[src/rtl/av_mailbox_pkg.sv]
// av_mailbox_pkg: shared constants and FSM state type for the Avalon mailbox.
// Holds register addresses, STATUS/CONTROL bit positions and the count width.
package av_mailbox_pkg;

    localparam int CNT_W = 5;

    localparam logic [1:0] ADDR_DATA   = 2'd0;
    localparam logic [1:0] ADDR_STATUS = 2'd1;
    localparam logic [1:0] ADDR_CTRL   = 2'd2;

    typedef enum logic [1:0] {
        ST_IDLE,
        ST_ACK,
        ST_WAIT_TX,
        ST_WAIT_RX
    } state_t;

    localparam int STAT_TX_FULL   = 15;
    localparam int STAT_TX_EMPTY  = 14;
    localparam int STAT_RX_FULL   = 13;
    localparam int STAT_RX_EMPTY  = 12;
    localparam int STAT_OVF       = 11;
    localparam int STAT_UNF       = 10;
    localparam int STAT_RXCNT_LSB = 5;
    localparam int STAT_TXCNT_LSB = 0;

    localparam int CTRL_FLUSH_TX   = 0;
    localparam int CTRL_FLUSH_RX   = 1;
    localparam int CTRL_CLR_STICKY = 2;
    localparam int CTRL_IRQ_EN     = 3;

endpackage

[src/rtl/mbox_fifo.sv]
// mbox_fifo: synchronous FIFO with registered full/empty flags and flush.
// Ports: i_clk, i_rst_n (sync, active low), i_push/i_pop/i_flush, i_wdata,
//        o_rdata (head), o_full, o_empty, o_count (0..DEPTH).
import av_mailbox_pkg::*;

module mbox_fifo #(
    parameter int DEPTH = 16,
    parameter int WIDTH = 16
) (
    input  logic             i_clk,
    input  logic             i_rst_n,
    input  logic             i_push,
    input  logic             i_pop,
    input  logic             i_flush,
    input  logic [WIDTH-1:0] i_wdata,
    output logic [WIDTH-1:0] o_rdata,
    output logic             o_full,
    output logic             o_empty,
    output logic [CNT_W-1:0] o_count
);

    localparam int AW = $clog2(DEPTH);

    logic [WIDTH-1:0] r_mem [DEPTH];
    logic [AW-1:0]    r_wptr;
    logic [AW-1:0]    r_rptr;
    logic [CNT_W-1:0] r_count;
    logic             r_full;
    logic             r_empty;

    logic             w_push;
    logic             w_pop;
    logic [CNT_W-1:0] w_count_nxt;

    // Flags are registered, so a push while full is refused even if a
    // pop frees a slot in the same cycle.
    assign w_push = i_push && !r_full;
    assign w_pop  = i_pop && !r_empty;

    always_comb begin
        w_count_nxt = r_count;
        if (w_push && !w_pop) begin
            w_count_nxt = r_count + 5'd1;
        end else if (w_pop && !w_push) begin
            w_count_nxt = r_count - 5'd1;
        end
    end

    always_ff @(posedge i_clk) begin
        if (!i_rst_n || i_flush) begin
            r_wptr  <= '0;
            r_rptr  <= '0;
            r_count <= '0;
            r_full  <= 1'b0;
            r_empty <= 1'b1;
        end else begin
            if (w_push) begin
                r_wptr <= r_wptr + AW'(1);
            end
            if (w_pop) begin
                r_rptr <= r_rptr + AW'(1);
            end
            r_count <= w_count_nxt;
            r_full  <= (w_count_nxt == CNT_W'(DEPTH));
            r_empty <= (w_count_nxt == '0);
        end
    end

    always_ff @(posedge i_clk) begin
        if (i_rst_n && !i_flush && w_push) begin
            r_mem[r_wptr] <= i_wdata;
        end
    end

    assign o_rdata = r_mem[r_rptr];
    assign o_full  = r_full;
    assign o_empty = r_empty;
    assign o_count = r_count;

endmodule

[src/rtl/av_mailbox_slave.sv]
// av_mailbox_slave: Avalon-MM mailbox, DATA writes feed TX stream, RX stream
// feeds DATA reads; STATUS/CONTROL registers; waitrequest-stalled access.
// Ports: sysclk, sysreset_n (sync, active low), av_* Avalon slave,
//        tx_* stream out, rx_* stream in, irq when AV_MAILBOX_IRQ_EN defined.
import av_mailbox_pkg::*;

module av_mailbox_slave #(
    parameter int DEPTH   = 16,
    parameter int TIMEOUT = 255
) (
    input  logic        sysclk,
    input  logic        sysreset_n,
    input  logic [1:0]  av_address,
    input  logic        av_read,
    input  logic        av_write,
    input  logic [15:0] av_writedata,
    output logic [15:0] av_readdata,
    output logic        av_waitrequest,
    output logic [15:0] tx_data,
    output logic        tx_valid,
    input  logic        tx_ready,
    input  logic [15:0] rx_data,
    input  logic        rx_valid,
    output logic        rx_ready
`ifdef AV_MAILBOX_IRQ_EN
    ,
    output logic        irq
`endif
);

    state_t      r_state;
    logic        r_waitreq;
    logic [15:0] r_readdata;
    logic [15:0] r_timer;
    logic        r_ovf;
    logic        r_unf;
    logic        r_irq_en;

    logic             w_tx_full;
    logic             w_tx_empty;
    logic [CNT_W-1:0] w_tx_count;
    logic             w_rx_full;
    logic             w_rx_empty;
    logic [CNT_W-1:0] w_rx_count;
    logic [15:0]      w_rx_head;

    logic        w_idle;
    logic        w_ctrl_wr;
    logic        w_tx_push;
    logic        w_rx_pop;
    logic        w_tx_flush;
    logic        w_rx_flush;
    logic [15:0] w_status;

    assign w_idle    = (r_state == ST_IDLE);
    assign w_ctrl_wr = w_idle && av_write && (av_address == ADDR_CTRL);

    // FIFO side effects are decoded combinationally so they land on the
    // same edge at which the FSM commits the transaction.
    assign w_tx_push = !w_tx_full && av_write &&
                       ((w_idle && av_address == ADDR_DATA) ||
                        r_state == ST_WAIT_TX);
    assign w_rx_pop  = !w_rx_empty && av_read &&
                       ((w_idle && !av_write && av_address == ADDR_DATA) ||
                        r_state == ST_WAIT_RX);

    assign w_tx_flush = w_ctrl_wr && av_writedata[CTRL_FLUSH_TX];
    assign w_rx_flush = w_ctrl_wr && av_writedata[CTRL_FLUSH_RX];

    mbox_fifo #(.DEPTH(DEPTH), .WIDTH(16)) u_tx_fifo (
        .i_clk   (sysclk),
        .i_rst_n (sysreset_n),
        .i_push  (w_tx_push),
        .i_pop   (tx_ready),
        .i_flush (w_tx_flush),
        .i_wdata (av_writedata),
        .o_rdata (tx_data),
        .o_full  (w_tx_full),
        .o_empty (w_tx_empty),
        .o_count (w_tx_count)
    );

    mbox_fifo #(.DEPTH(DEPTH), .WIDTH(16)) u_rx_fifo (
        .i_clk   (sysclk),
        .i_rst_n (sysreset_n),
        .i_push  (rx_valid),
        .i_pop   (w_rx_pop),
        .i_flush (w_rx_flush),
        .i_wdata (rx_data),
        .o_rdata (w_rx_head),
        .o_full  (w_rx_full),
        .o_empty (w_rx_empty),
        .o_count (w_rx_count)
    );

    always_comb begin
        w_status = '0;
        w_status[STAT_TX_FULL]  = w_tx_full;
        w_status[STAT_TX_EMPTY] = w_tx_empty;
        w_status[STAT_RX_FULL]  = w_rx_full;
        w_status[STAT_RX_EMPTY] = w_rx_empty;
        w_status[STAT_OVF]      = r_ovf;
        w_status[STAT_UNF]      = r_unf;
        w_status[STAT_RXCNT_LSB +: CNT_W] = w_rx_count;
        w_status[STAT_TXCNT_LSB +: CNT_W] = w_tx_count;
    end

    always_ff @(posedge sysclk) begin
        if (!sysreset_n) begin
            r_state    <= ST_IDLE;
            r_waitreq  <= 1'b1;
            r_readdata <= '0;
            r_timer    <= '0;
            r_ovf      <= 1'b0;
            r_unf      <= 1'b0;
            r_irq_en   <= 1'b0;
        end else begin
            r_waitreq <= 1'b1;
            case (r_state)
                ST_IDLE: begin
                    if (av_write) begin
                        r_state   <= ST_ACK;
                        r_waitreq <= 1'b0;
                        case (av_address)
                            ADDR_DATA: begin
                                if (w_tx_full) begin
                                    r_state   <= ST_WAIT_TX;
                                    r_waitreq <= 1'b1;
                                    r_timer   <= 16'(TIMEOUT);
                                end
                            end
                            ADDR_CTRL: begin
                                if (av_writedata[CTRL_CLR_STICKY]) begin
                                    r_ovf <= 1'b0;
                                    r_unf <= 1'b0;
                                end
                                r_irq_en <= av_writedata[CTRL_IRQ_EN];
                            end
                            default: ;
                        endcase
                        // Colliding read+write: write is served, read is
                        // lost and flagged as an underflow.
                        if (av_read) begin
                            r_unf <= 1'b1;
                        end
                    end else if (av_read) begin
                        r_state   <= ST_ACK;
                        r_waitreq <= 1'b0;
                        case (av_address)
                            ADDR_DATA: begin
                                if (w_rx_empty) begin
                                    r_state   <= ST_WAIT_RX;
                                    r_waitreq <= 1'b1;
                                    r_timer   <= 16'(TIMEOUT);
                                end else begin
                                    r_readdata <= w_rx_head;
                                end
                            end
                            ADDR_STATUS: r_readdata <= w_status;
                            ADDR_CTRL:   r_readdata <= {15'b0, r_irq_en};
                            default:     r_readdata <= '0;
                        endcase
                    end
                end
                ST_ACK: begin
                    r_state <= ST_IDLE;
                end
                ST_WAIT_TX: begin
                    if (!av_write) begin
                        r_state <= ST_IDLE;
                    end else if (!w_tx_full) begin
                        r_state   <= ST_ACK;
                        r_waitreq <= 1'b0;
                    end else if (r_timer == '0) begin
                        r_ovf     <= 1'b1;
                        r_state   <= ST_ACK;
                        r_waitreq <= 1'b0;
                    end else begin
                        r_timer <= r_timer - 16'd1;
                    end
                end
                ST_WAIT_RX: begin
                    if (!av_read) begin
                        r_state <= ST_IDLE;
                    end else if (!w_rx_empty) begin
                        r_readdata <= w_rx_head;
                        r_state    <= ST_ACK;
                        r_waitreq  <= 1'b0;
                    end else if (r_timer == '0) begin
                        r_readdata <= '0;
                        r_unf      <= 1'b1;
                        r_state    <= ST_ACK;
                        r_waitreq  <= 1'b0;
                    end else begin
                        r_timer <= r_timer - 16'd1;
                    end
                end
                default: begin
                    r_state <= ST_IDLE;
                end
            endcase
        end
    end

`ifdef AV_MAILBOX_IRQ_EN
    logic r_irq;

    always_ff @(posedge sysclk) begin
        if (!sysreset_n) begin
            r_irq <= 1'b0;
        end else begin
            r_irq <= r_irq_en && (!w_rx_empty || r_ovf || r_unf);
        end
    end

    assign irq = r_irq;
`endif

    assign av_readdata    = r_readdata;
    assign av_waitrequest = r_waitreq;
    assign tx_valid       = !w_tx_empty;
    assign rx_ready       = !w_rx_full;

endmodule
[config.mk]
export PLATFORM = sky130hd
export DESIGN_NAME = av_mailbox_slave
export DESIGN_NICKNAME = d
export VERILOG_FILES = /design/src/rtl/av_mailbox_pkg.sv /design/src/rtl/mbox_fifo.sv /design/src/rtl/av_mailbox_slave.sv
export SDC_FILE = /design/constraint.sdc
export NUM_CORES = 1
export LEC_CHECK = 0
export ABC_CLOCK_PERIOD_IN_PS = 3000
export BUFFER_PORTS_ARGS = -buffer_cell sky130_fd_sc_hd__buf_2
export CELL_PAD_IN_SITES_DETAIL_PLACEMENT = 1
export CELL_PAD_IN_SITES_GLOBAL_PLACEMENT = 2
export CORE_MARGIN = 2
export CORE_UTILIZATION = 35
export DETAILED_ROUTE_END_ITERATION = 8
export GPL_TIMING_DRIVEN = 1
export HOLD_SLACK_MARGIN = 0.12
export PLACE_DENSITY_LB_ADDON = 0.1
export SETUP_SLACK_MARGIN = 0.1
export SYNTH_ARGS = -nofsm -noshare
export SYNTH_HDL_FRONTEND = slang
export SYNTH_SLANG_ARGS = --single-unit
[constraint.sdc]
create_clock -name sysclk -period 3 [get_ports sysclk]
set_clock_uncertainty 0.1 [all_clocks]
set_input_delay 0.45 -clock sysclk [delete_from_list [all_inputs] [get_ports sysclk]]
set_output_delay 0.45 -clock sysclk [all_outputs]
set_load 0.01 [all_outputs]
==> results of run 1 <==
[worst max path at each step]
stage	startpoint	endpoint	slack, ns	cells past startpoint
final	register	tx_data[11]	-0.04	4
after global routing	register	tx_data[14]	-0.11	4
after CTS	register	tx_data[3]	-0.09	4
after detailed placement	r_timer[4]	av_readdata[12]	0.14	6
after global placement	r_timer[4]	av_readdata[12]	0.20	6
after floorplan	register	tx_data[0]	0.18	4
[state kept, by name, summed over array words and instances (netlist names), 2 cells and up, named ones only]
register,count
u_rx_fifo.r_mem,256
u_tx_fifo.r_mem,256
av_readdata,16
r_timer,16
u_rx_fifo.o_count,5
u_tx_fifo.o_count,5
u_rx_fifo.r_rptr,4
u_rx_fifo.r_wptr,4
u_tx_fifo.r_rptr,4
u_tx_fifo.r_wptr,4
r_state,2
[Yosys cell counts (4+ instances only)]
master	n	area share, %
o221ai_1	15	0.57
ha_1	16	0.86
o31a_1	5	0.19
nor2_1	94	1.5
a21o_1	4	0.13
nand3_1	8	0.17
nand2b_1	13	0.35
mux2i_1	44	1.9
o21ai_0	23	0.50
clkbuf_1	36	0.58
a211oi_1	5	0.16
xnor2_1	11	0.42
and3_1	4	0.11
o21a_1	4	0.13
inv_1	24	0.39
dfxtp_1	76	6.6
nor2b_1	5	0.13
nor4_1	8	0.22
or3_1	4	0.11
xor2_1	10	0.38
and2_1	4	0.11
nand2_1	62	1.0
nand4_1	6	0.16
o31ai_1	4	0.13
a21oi_1	11	0.24
nor3_1	18	0.39
mux4_2	142	14
edfxtp_1	512	66
buf_1	20	0.32
[report_power, final]
part | leakage (uW) | internal, uW | switching, uW
clock | 0.00103 | 4590 | 3290
combinational | 0.00281 | 979 | 1030
sequential | 0.00523 | 9040 | 182
total | 0.00907 | 14600 | 4500
[cell type report]
type / instances / area share [%]
Sequential cell: 588 / 60.0
Timing Repair Buffer: 201 / 6.62
Clock inverter: 34 / 0.985
Multi-Input combinational cell: 573 / 21.8
Clock buffer: 89 / 6.50
Inverter: 24 / 0.319
Tap cell: 864 / 3.83
[cell families (layout without fill, tap and decap cells)]
kind of cell	after synthesis	count (layout)	synth area share [%]
compound gates	101	101	3.23
simple gates	247	248	5.03
xor+xnor	21	21	0.793
flops	588	588	72.8
buf+inv	85	348	1.55
fa+ha+maj	16	16	0.863
mux	187	187	15.7
[stage by stage]
| step | setup TNS [ns] | hold slack, ns | worst slack [ns] | cells | util (%) |
|---|---|---|---|---|---|
| after floorplan | 0 | 0.338 | 0.180 | 1245 | - |
| after global placement | 0 | 0.350 | 0.197 | 2219 | 39.0 |
| after detailed placement | 0 | 0.358 | 0.144 | 2219 | 39.0 |
| after CTS | -0.805 | 0.121 | -0.0921 | 2363 | 42.6 |
| after global routing | -1.16 | 0.149 | -0.113 | 2373 | 42.9 |
| final | -0.159 | 0.150 | -0.0377 | 2373 | 42.9 |
[metal layers]
layer,vias up,GRT usage [%],wire length [um]
li1,5440,-,-
met1,6472,24.2,26800
met2,204,29.6,29500
met3,77,2.81,2090
met4,2,4.72,1020
met5,-,0,16
[repair_timing]
action / in CTS / in global routing
buffers inserted: 1 / 6
gates resized for setup: 11 / 12
hold buffers: 20 / 0
cloned: 0 / 4
endpoints found under the hold margin: 243 / 0
pin swaps: 0 / 7
endpoints found under the setup margin: 16 / 22
==> flow_summary.json, run 1 <==
{
  "hpwlAfterDp_um": 37100,
  "r2r-end": "r_timer[8]",
  "cts_buffers": 67,
  "top_level_ports": 75,
  "critPathMaxStageDelay_ns": 0.54,
  "postRouteAntennaNets": 0,
  "crit_buf_inv": 2,
  "layout_common_cells": "512 x edfxtp_1, 142 x mux4_2, 72 x clkbuf_16, 72 x buf_4, 70 x nor2_1",
  "grt_max_degree": 51,
  "crit_chain": "buf_12 -> mux4_2 -> mux4_2 -> buf_6",
  "seq_area_frac_synth_pct": 72.8,
  "async_reset_ff_share_pct": 0,
  "crit_slowest_cell": "mux4_2",
  "critPathLaunchType": "register",
  "clockBufferDepth": 3,
  "crit_required_ns": 2.45,
  "synth_ff_type": "edfxtp_1",
  "yosysWarnings": 0,
  "nNetsFinal": 1511,
  "endpoint_kind": "primary output",
  "num_vias": 12200,
  "rrSetupSlack_ns": 0.16,
  "routedWlPerCell_um": 25.0,
  "layout_commonest_cell": "edfxtp_1",
  "fp-row-count": 94,
  "root_buffer": "clkbuf_16",
  "synth_area_mm2": 0.0232,
  "grt_pass1_vias": 13200,
  "cp_max_fo": 14,
  "drcViolationCount": 0,
  "finalHoldViolCount": 0,
  "slew_headroom_pct": 55.8,
  "drv_cap": 0,
  "die_x_um": 262,
  "dpl_cell_area_mm2": 0.0257,
  "drt_iter0_markers": 839,
  "whs_endpoint": "u_rx_fifo.r_mem[0][5]",
  "r2r_cells": 8,
  "synthToLayoutAreaGrowth_pct": 21.5,
  "seq_area_mm2": 0.0169,
  "rr_startpoint": "r_timer[8]",
  "gp_congestion": 0.744,
  "power.density_mw_per_mm2": 678,
  "worstMarginPinSlew_ns": 0.661,
  "crit_type": "register to primary output",
  "path_clk_slew_ns": 0.06,
  "crit_path_frequent_cell": "mux4_2",
  "multi_input_area_mm2": 0.00614,
  "post-route-period-util_pct": 101,
  "cts_num_sinks": 588,
  "setup_viol": 7,
  "firstDrtPassIters": 5,
  "nFillCells": 6264,
  "port_buffers": 74,
  "ys_types": 66,
  "grt-ovfl-total": 0,
  "die_h_um": 262,
  "power.total_uw": 19100,
  "layout-drive-gt1-share_pct": 31.9,
  "drt_wl_total_um": 59400,
  "cp.arrival_ns": 2.49,
  "initial_core_util_pct": 35.3,
  "peakVddDrop_v": 0.000373,
  "path_delay_family": "multiplexers",
  "outcome": "complete, but fails checks",
  "coreArea_mm2": 0.0657,
  "grt_pass1_wl_um": 88200,
  "cts_tree": "yes",
  "min_period_ns": 3.04,
  "diodes": 0,
  "finalMaxSlewViolations": 0,
  "rsz0062_at_grt": "true",
  "grt_antenna_before_repair": 1,
  "synth_nets": 1301,
  "clock_latency_ns": 0.60,
  "min_path_cells": 1,
  "min_path_type": "input port to register",
  "synthCells": 1245,
  "synth_edf_count": 512,
  "syn_area_per_cell_um2": 18.6,
  "viasPerCell": 5.14,
  "fin_area_mm2": 0.0282,
  "p_leak_uw": 0.00907,
  "violations": "negative setup slack",
  "ys_ff_latch": 588,
  "grtUsageTotal_pct": 17.7,
  "hold_start": "rx_data[5]",
  "fin_ws_ns": -0.0377,
  "max_freq_mhz": 329,
  "die_area_mm2": 0.0684,
  "cts_max_level": 3
}
No activity file was read; power rests on OpenSTA's default activity.
==> run 2, diff against run 1 <==
Settings changed: CORE_MARGIN 2 to not set.
==> run 2 against run 1 <==
Against the previous run:
- the flow still finishes with violations (negative setup slack)
- final cell count down 0.25%
- hold slack better by 0.0044 ns
- sequential power is essentially flat
- critical path depth up 1
- flip-flop and latch count did not move
- cell area about the same
- register-to-register slack improved by 0.03 ns
- first-iteration DRC count grew 2.5%
- count of clock-buffer cells in the layout increased by 3
- clock power down 3.2%
- power is 0.59% lower
- critical endpoint is now tx_data[12]
==> flow_summary.json, run 2 (synthesis gave the netlist of run 1 again) <==
{
  "fin_ws_ns": -0.0738,
  "slew_headroom_pct": 36.6,
  "firstDrtPassIters": 5,
  "die_area_mm2": 0.0673,
  "grt-ovfl-total": 0,
  "whs_ns": 0.155,
  "min_path_type": "input port to register",
  "violations": "negative setup slack",
  "clockBufferDepth": 3,
  "grt_antenna_before_repair": 8,
  "die_h_um": 260,
  "layout_common_cells": "512 x edfxtp_1, 142 x mux4_2, 71 x buf_4, 70 x nor2_1",
  "cp.arrival_ns": 2.52,
  "postRouteAntennaNets": 0,
  "nFillCells": 6260,
  "gp_congestion": 0.727,
  "clock_latency_ns": 0.60,
  "fin_area_mm2": 0.0282,
  "critPathLaunchType": "register",
  "die_x_um": 260,
  "seq_area_mm2": 0.0169,
  "port_buffers": 74,
  "layout_commonest_cell": "edfxtp_1",
  "finalMaxSlewViolations": 0,
  "cts_tree": "yes",
  "drt_iter0_markers": 860,
  "num_vias": 12200,
  "grt_pass1_wl_um": 89200,
  "cts_buffers": 66,
  "path_clk_slew_ns": 0.05,
  "outcome": "complete, but fails checks",
  "post-route-period-util_pct": 102,
  "hpwlAfterDp_um": 38700,
  "multi_input_area_mm2": 0.00612,
  "initial_core_util_pct": 35.4,
  "layout-drive-gt1-share_pct": 31.6,
  "max_freq_mhz": 325,
  "grt_pass1_vias": 13200,
  "drcViolationCount": 0,
  "grt_max_degree": 64,
  "cp_max_fo": 6,
  "drt_wl_total_um": 60200,
  "reg_top3": "u_rx_fifo.r_mem x256, u_tx_fifo.r_mem x256",
  "cts_num_sinks": 588,
  "top_level_ports": 75,
  "diodes": 0,
  "setup_viol": 15,
  "endpoint_kind": "primary output",
  "worstMarginPinSlew_ns": 0.946,
  "drv_cap": 0,
  "finalHoldViolCount": 0,
  "final_core_util_pct": 43.0,
  "dpl_cell_area_mm2": 0.0257,
  "nNetsFinal": 1510,
  "place_ws_ns": 0.181,
  "root_buffer": "clkbuf_16",
  "peakVddDrop_v": 0.000436,
  "crit_type": "register to primary output",
  "routedWlPerCell_um": 25.4,
  "power.density_mw_per_mm2": 674,
  "fp-row-count": 94,
  "coreArea_mm2": 0.0656,
  "rsz0062_at_grt": "true",
  "power.total_uw": 19000,
  "synthToLayoutAreaGrowth_pct": 21.5,
  "min_period_ns": 3.07,
  "p_leak_uw": 0.00905,
  "cts_max_level": 3,
  "viasPerCell": 5.15,
  "crit_required_ns": 2.45,
  "grtUsageTotal_pct": 18.3
}
-- run 2: area by class of cell --
type | count | area share (%)
Timing Repair Buffer | 202 | 7.00
Tap cell | 864 | 3.83
Clock buffer | 92 | 6.39
Multi-Input combinational cell | 572 | 21.7
Clock inverter | 25 | 0.759
Inverter | 24 | 0.320
Sequential cell | 588 | 60.0
-- run 2: through the flow --
stage,instances,setup TNS [ns]
CTS,2359,-1.74
global route,2367,-2.07
detailed placement,2217,0
floorplan,1245,0
global placement,2217,0
finish,2367,-0.843
-- run 2: final timing paths --
| check | cells past startpoint | endpoint | slack [ns] | startpoint |
|---|---|---|---|---|
| max reg2reg | 8 | r_timer[15] | 0.19 | r_timer[8] |
| min | 1 | u_tx_fifo.r_mem[10][13] | 0.15 | av_writedata[13] |
| min reg2reg | 2 | r_timer[15] | 0.37 | r_timer[15] |
| max | 5 | tx_data[12] | -0.07 | register |
-- run 2: per-layer routing --
| metal | up-vias | GRT usage, % | routed length (um) |
|---|---|---|---|
| li1 | 5440 | - | - |
| met1 | 6446 | 25.5 | 27600 |
| met2 | 223 | 29.4 | 28800 |
| met3 | 85 | 3.03 | 2460 |
| met4 | 6 | 5.05 | 1260 |
| met5 | - | 0 | 33 |
-- run 2: repair_timing --
item	CTS	global route
buffers inserted	7	6
setup endpoints to repair	15	19
cloned	3	2
pin swaps	0	5
hold buffers	15	0
gates resized for setup	15	15
endpoints found under the hold margin	137	0
-- run 2: critical path, cell delays in order (launching register included) --
cell and delay, ns:
dfxtp_4 0.46, buf_12 0.16, clkbuf_16 0.15, mux4_2 0.50, mux4_2 0.51, buf_6 0.15
-- run 2: where the power goes --
part / internal, uW / leakage, uW / switching, uW / total [uW]
registers: 9040 / 0.00523 / 193 / 9240
clock network: 4390 / 0.000978 / 3240 / 7630
logic: 1070 / 0.00284 / 1060 / 2130
==> run 3, diff against run 2 <==
Settings changed: CORE_ASPECT_RATIO set to 1.25, RECOVER_POWER set to 50.
==> run 3 against run 2 <==
Against the previous run:
- the run still ends with negative setup slack left
- critical path type unchanged
- maximum frequency decreased by 0.41%
- critical path depth rose by 1
- clock power is 3.5% lower
- hold slack better by 0.038 ns
- routed wire length fell by 0.74%
==> flow_summary.json, run 3 (synthesis gave the netlist of run 1 again) <==
{
  "layout-drive-gt1-share_pct": 27.9,
  "diodes": 0,
  "violations": "negative setup slack",
  "port_buffers": 74,
  "peakVddDrop_v": 0.000469,
  "cts_tree": "yes",
  "initial_core_util_pct": 35.4,
  "rsz0062_at_grt": "true",
  "p_leak_uw": 0.00885,
  "multi_input_area_mm2": 0.00614,
  "cts_buffers": 59,
  "grtUsageTotal_pct": 18.2,
  "r2r-end": "r_timer[5]",
  "setup_viol": 14,
  "cp_max_fo": 5,
  "firstDrtPassIters": 4,
  "drv_cap": 0,
  "fin_ws_ns": -0.0866,
  "critPathMaxStageDelay_ns": 0.50,
  "post-route-period-util_pct": 103,
  "nNetsFinal": 1505,
  "swShare_pct": 23.8,
  "outcome": "complete, but fails checks",
  "cts_max_level": 2,
  "crit_chain": "buf_12 -> buf_12 -> clkbuf_16 -> mux4_2 -> mux4_2 -> buf_6",
  "drcViolationCount": 0,
  "grt_pass1_vias": 13300,
  "layout_common_cells": "512 x edfxtp_1, 142 x mux4_2, 70 x nor2_1, 70 x dfxtp_1",
  "max_freq_mhz": 324,
  "cell_internal_pwr_uw": 14300,
  "die_h_um": 290,
  "crit_slowest_cell": "mux4_2",
  "die_area_mm2": 0.0673,
  "crit_type": "register to primary output",
  "power.density_mw_per_mm2": 670,
  "drt_wl_total_um": 59700,
  "cts_num_sinks": 588,
  "power.total_uw": 18800,
  "routedWlPerCell_um": 25.4,
  "path_clk_slew_ns": 0.06,
  "netSwitchingPower_uw": 4470,
  "die_x_um": 232,
  "drt_iter0_markers": 445,
  "p_clk_share_pct": 39.2,
  "r2r_cells": 7,
  "coreArea_mm2": 0.0656,
  "final_cell_count_no_fill": 2356,
  "postRouteAntennaNets": 0,
  "placed_cells": 2200,
  "grt_pass1_wl_um": 89200,
  "synthToLayoutAreaGrowth_pct": 20.9,
  "clockBufferDepth": 3,
  "grt_antenna_before_repair": 1,
  "rr_startpoint": "r_timer[4]",
  "endpoint": "tx_data[7]",
  "cp.arrival_ns": 2.54,
  "finalHoldViolCount": 0,
  "critPathLaunchType": "register",
  "min_period_ns": 3.09,
  "layout_commonest_cell": "edfxtp_1",
  "reg_top3": "u_rx_fifo.r_mem x256, u_tx_fifo.r_mem x256",
  "rrSetupSlack_ns": 0.17,
  "nFillCells": 6243,
  "slew_headroom_pct": 25.5,
  "grt-ovfl-total": 0,
  "root_buffer": "clkbuf_16",
  "p_seq_share_pct": 49.1,
  "min_path_type": "input port to register",
  "worstMarginPinSlew_ns": 1.11,
  "final_core_util_pct": 42.8,
  "crit_required_ns": 2.45,
  "clock_latency_ns": 0.62,
  "seq_area_mm2": 0.0169,
  "viasPerCell": 5.12,
  "gp_congestion": 0.726,
  "p_comb_share_pct": 11.7,
  "hpwlAfterDp_um": 39100,
  "grt_max_degree": 50,
  "fp-row-count": 105,
  "endpoint_kind": "primary output",
  "num_vias": 12100,
  "top_level_ports": 75,
  "finalMaxSlewViolations": 0
}
==> run 3: changes by cell type in the layout (fill, tap and decap cells not counted), moves of 10 or more <==
| cell | change |
|---|---|
| buf_4 | -10 |
| buf_2 | -46 |
| dlygate4sd3_1 | +12 |
| clkbuf_1 | +41 |
==> run 3: what timing repair did <==
item / 4_1_cts / 5_1_grt
resized for setup: 18 / 12
pin swaps: 0 / 3
setup endpoints to repair: 16 / 19
hold buffers: 27 / 0
endpoints found under the hold margin: 417 / 0
buffers inserted: 6 / 3
gates cloned: 5 / 3
==> run 3: metrics by stage <==
step | TNS [ns] | cell area [um2] | setup WS [ns] | hold slack, ns
after CTS | -1.76 | 28000 | -0.147 | 0.122
final | -0.821 | 28100 | -0.0866 | 0.193
after detailed placement | 0 | 25500 | 0.195 | 0.361
after global routing | -2.00 | 28100 | -0.154 | 0.218
after floorplan | 0 | 23200 | 0.180 | 0.338
after global placement | 0 | 25500 | 0.226 | 0.347
==> run 3: power by group through the flow <==
| stage | clock network (uW) | registers [uW] | logic [uW] |
|---|---|---|---|
| 2_1_floorplan | 0 | 9310 | 1250 |
| 3_3_place_gp | 0 | 9420 | 1820 |
| 3_5_place_dp | 0 | 9420 | 1840 |
| 4_1_cts | 7600 | 9230 | 2140 |
| 5_1_grt | 7860 | 9250 | 2410 |
| 6_report | 7360 | 9230 | 2200 |
==> run 3: final cells by class <==
class / count / share of cell area, %
Clock buffer: 72 / 5.62
Clock inverter: 40 / 1.30
Inverter: 24 / 0.321
Multi-Input combinational cell: 572 / 21.9
Sequential cell: 588 / 60.3
Tap cell: 856 / 3.82
Timing Repair Buffer: 204 / 6.78
==> run 3: routing by layer <==
layer	part of all wire, %	wire (um)	vias up	global-route usage, %
met5	0.022	13	-	0
met4	2.2	1340	2	4.75
met3	3.1	1830	86	2.56
met2	56	33300	188	34.1
met1	39	23200	6348	21.4
li1	-	-	5433	-
==> run 3: how the worst min path moves through the flow <==
stage | from | to | slack, ns | cells after the start
finish | rx_valid | u_rx_fifo.r_wptr[1] | 0.19 | 4
global route | rx_valid | u_rx_fifo.r_wptr[1] | 0.22 | 4
CTS | av_writedata[9] | u_tx_fifo.r_mem[12][9] | 0.12 | 1
detailed placement | r_timer[15] | r_timer[15] | 0.36 | 2
global placement | r_timer[15] | r_timer[15] | 0.35 | 2
floorplan | r_timer[15] | r_timer[15] | 0.34 | 2
==> run 3: critical path: cells and delay by family (launching register included) <==
kind | cells | cell delay [ns]
multiplexers | 2 | 0.99
buffers and inverters | 4 | 0.56
flip-flops | 1 | 0.37
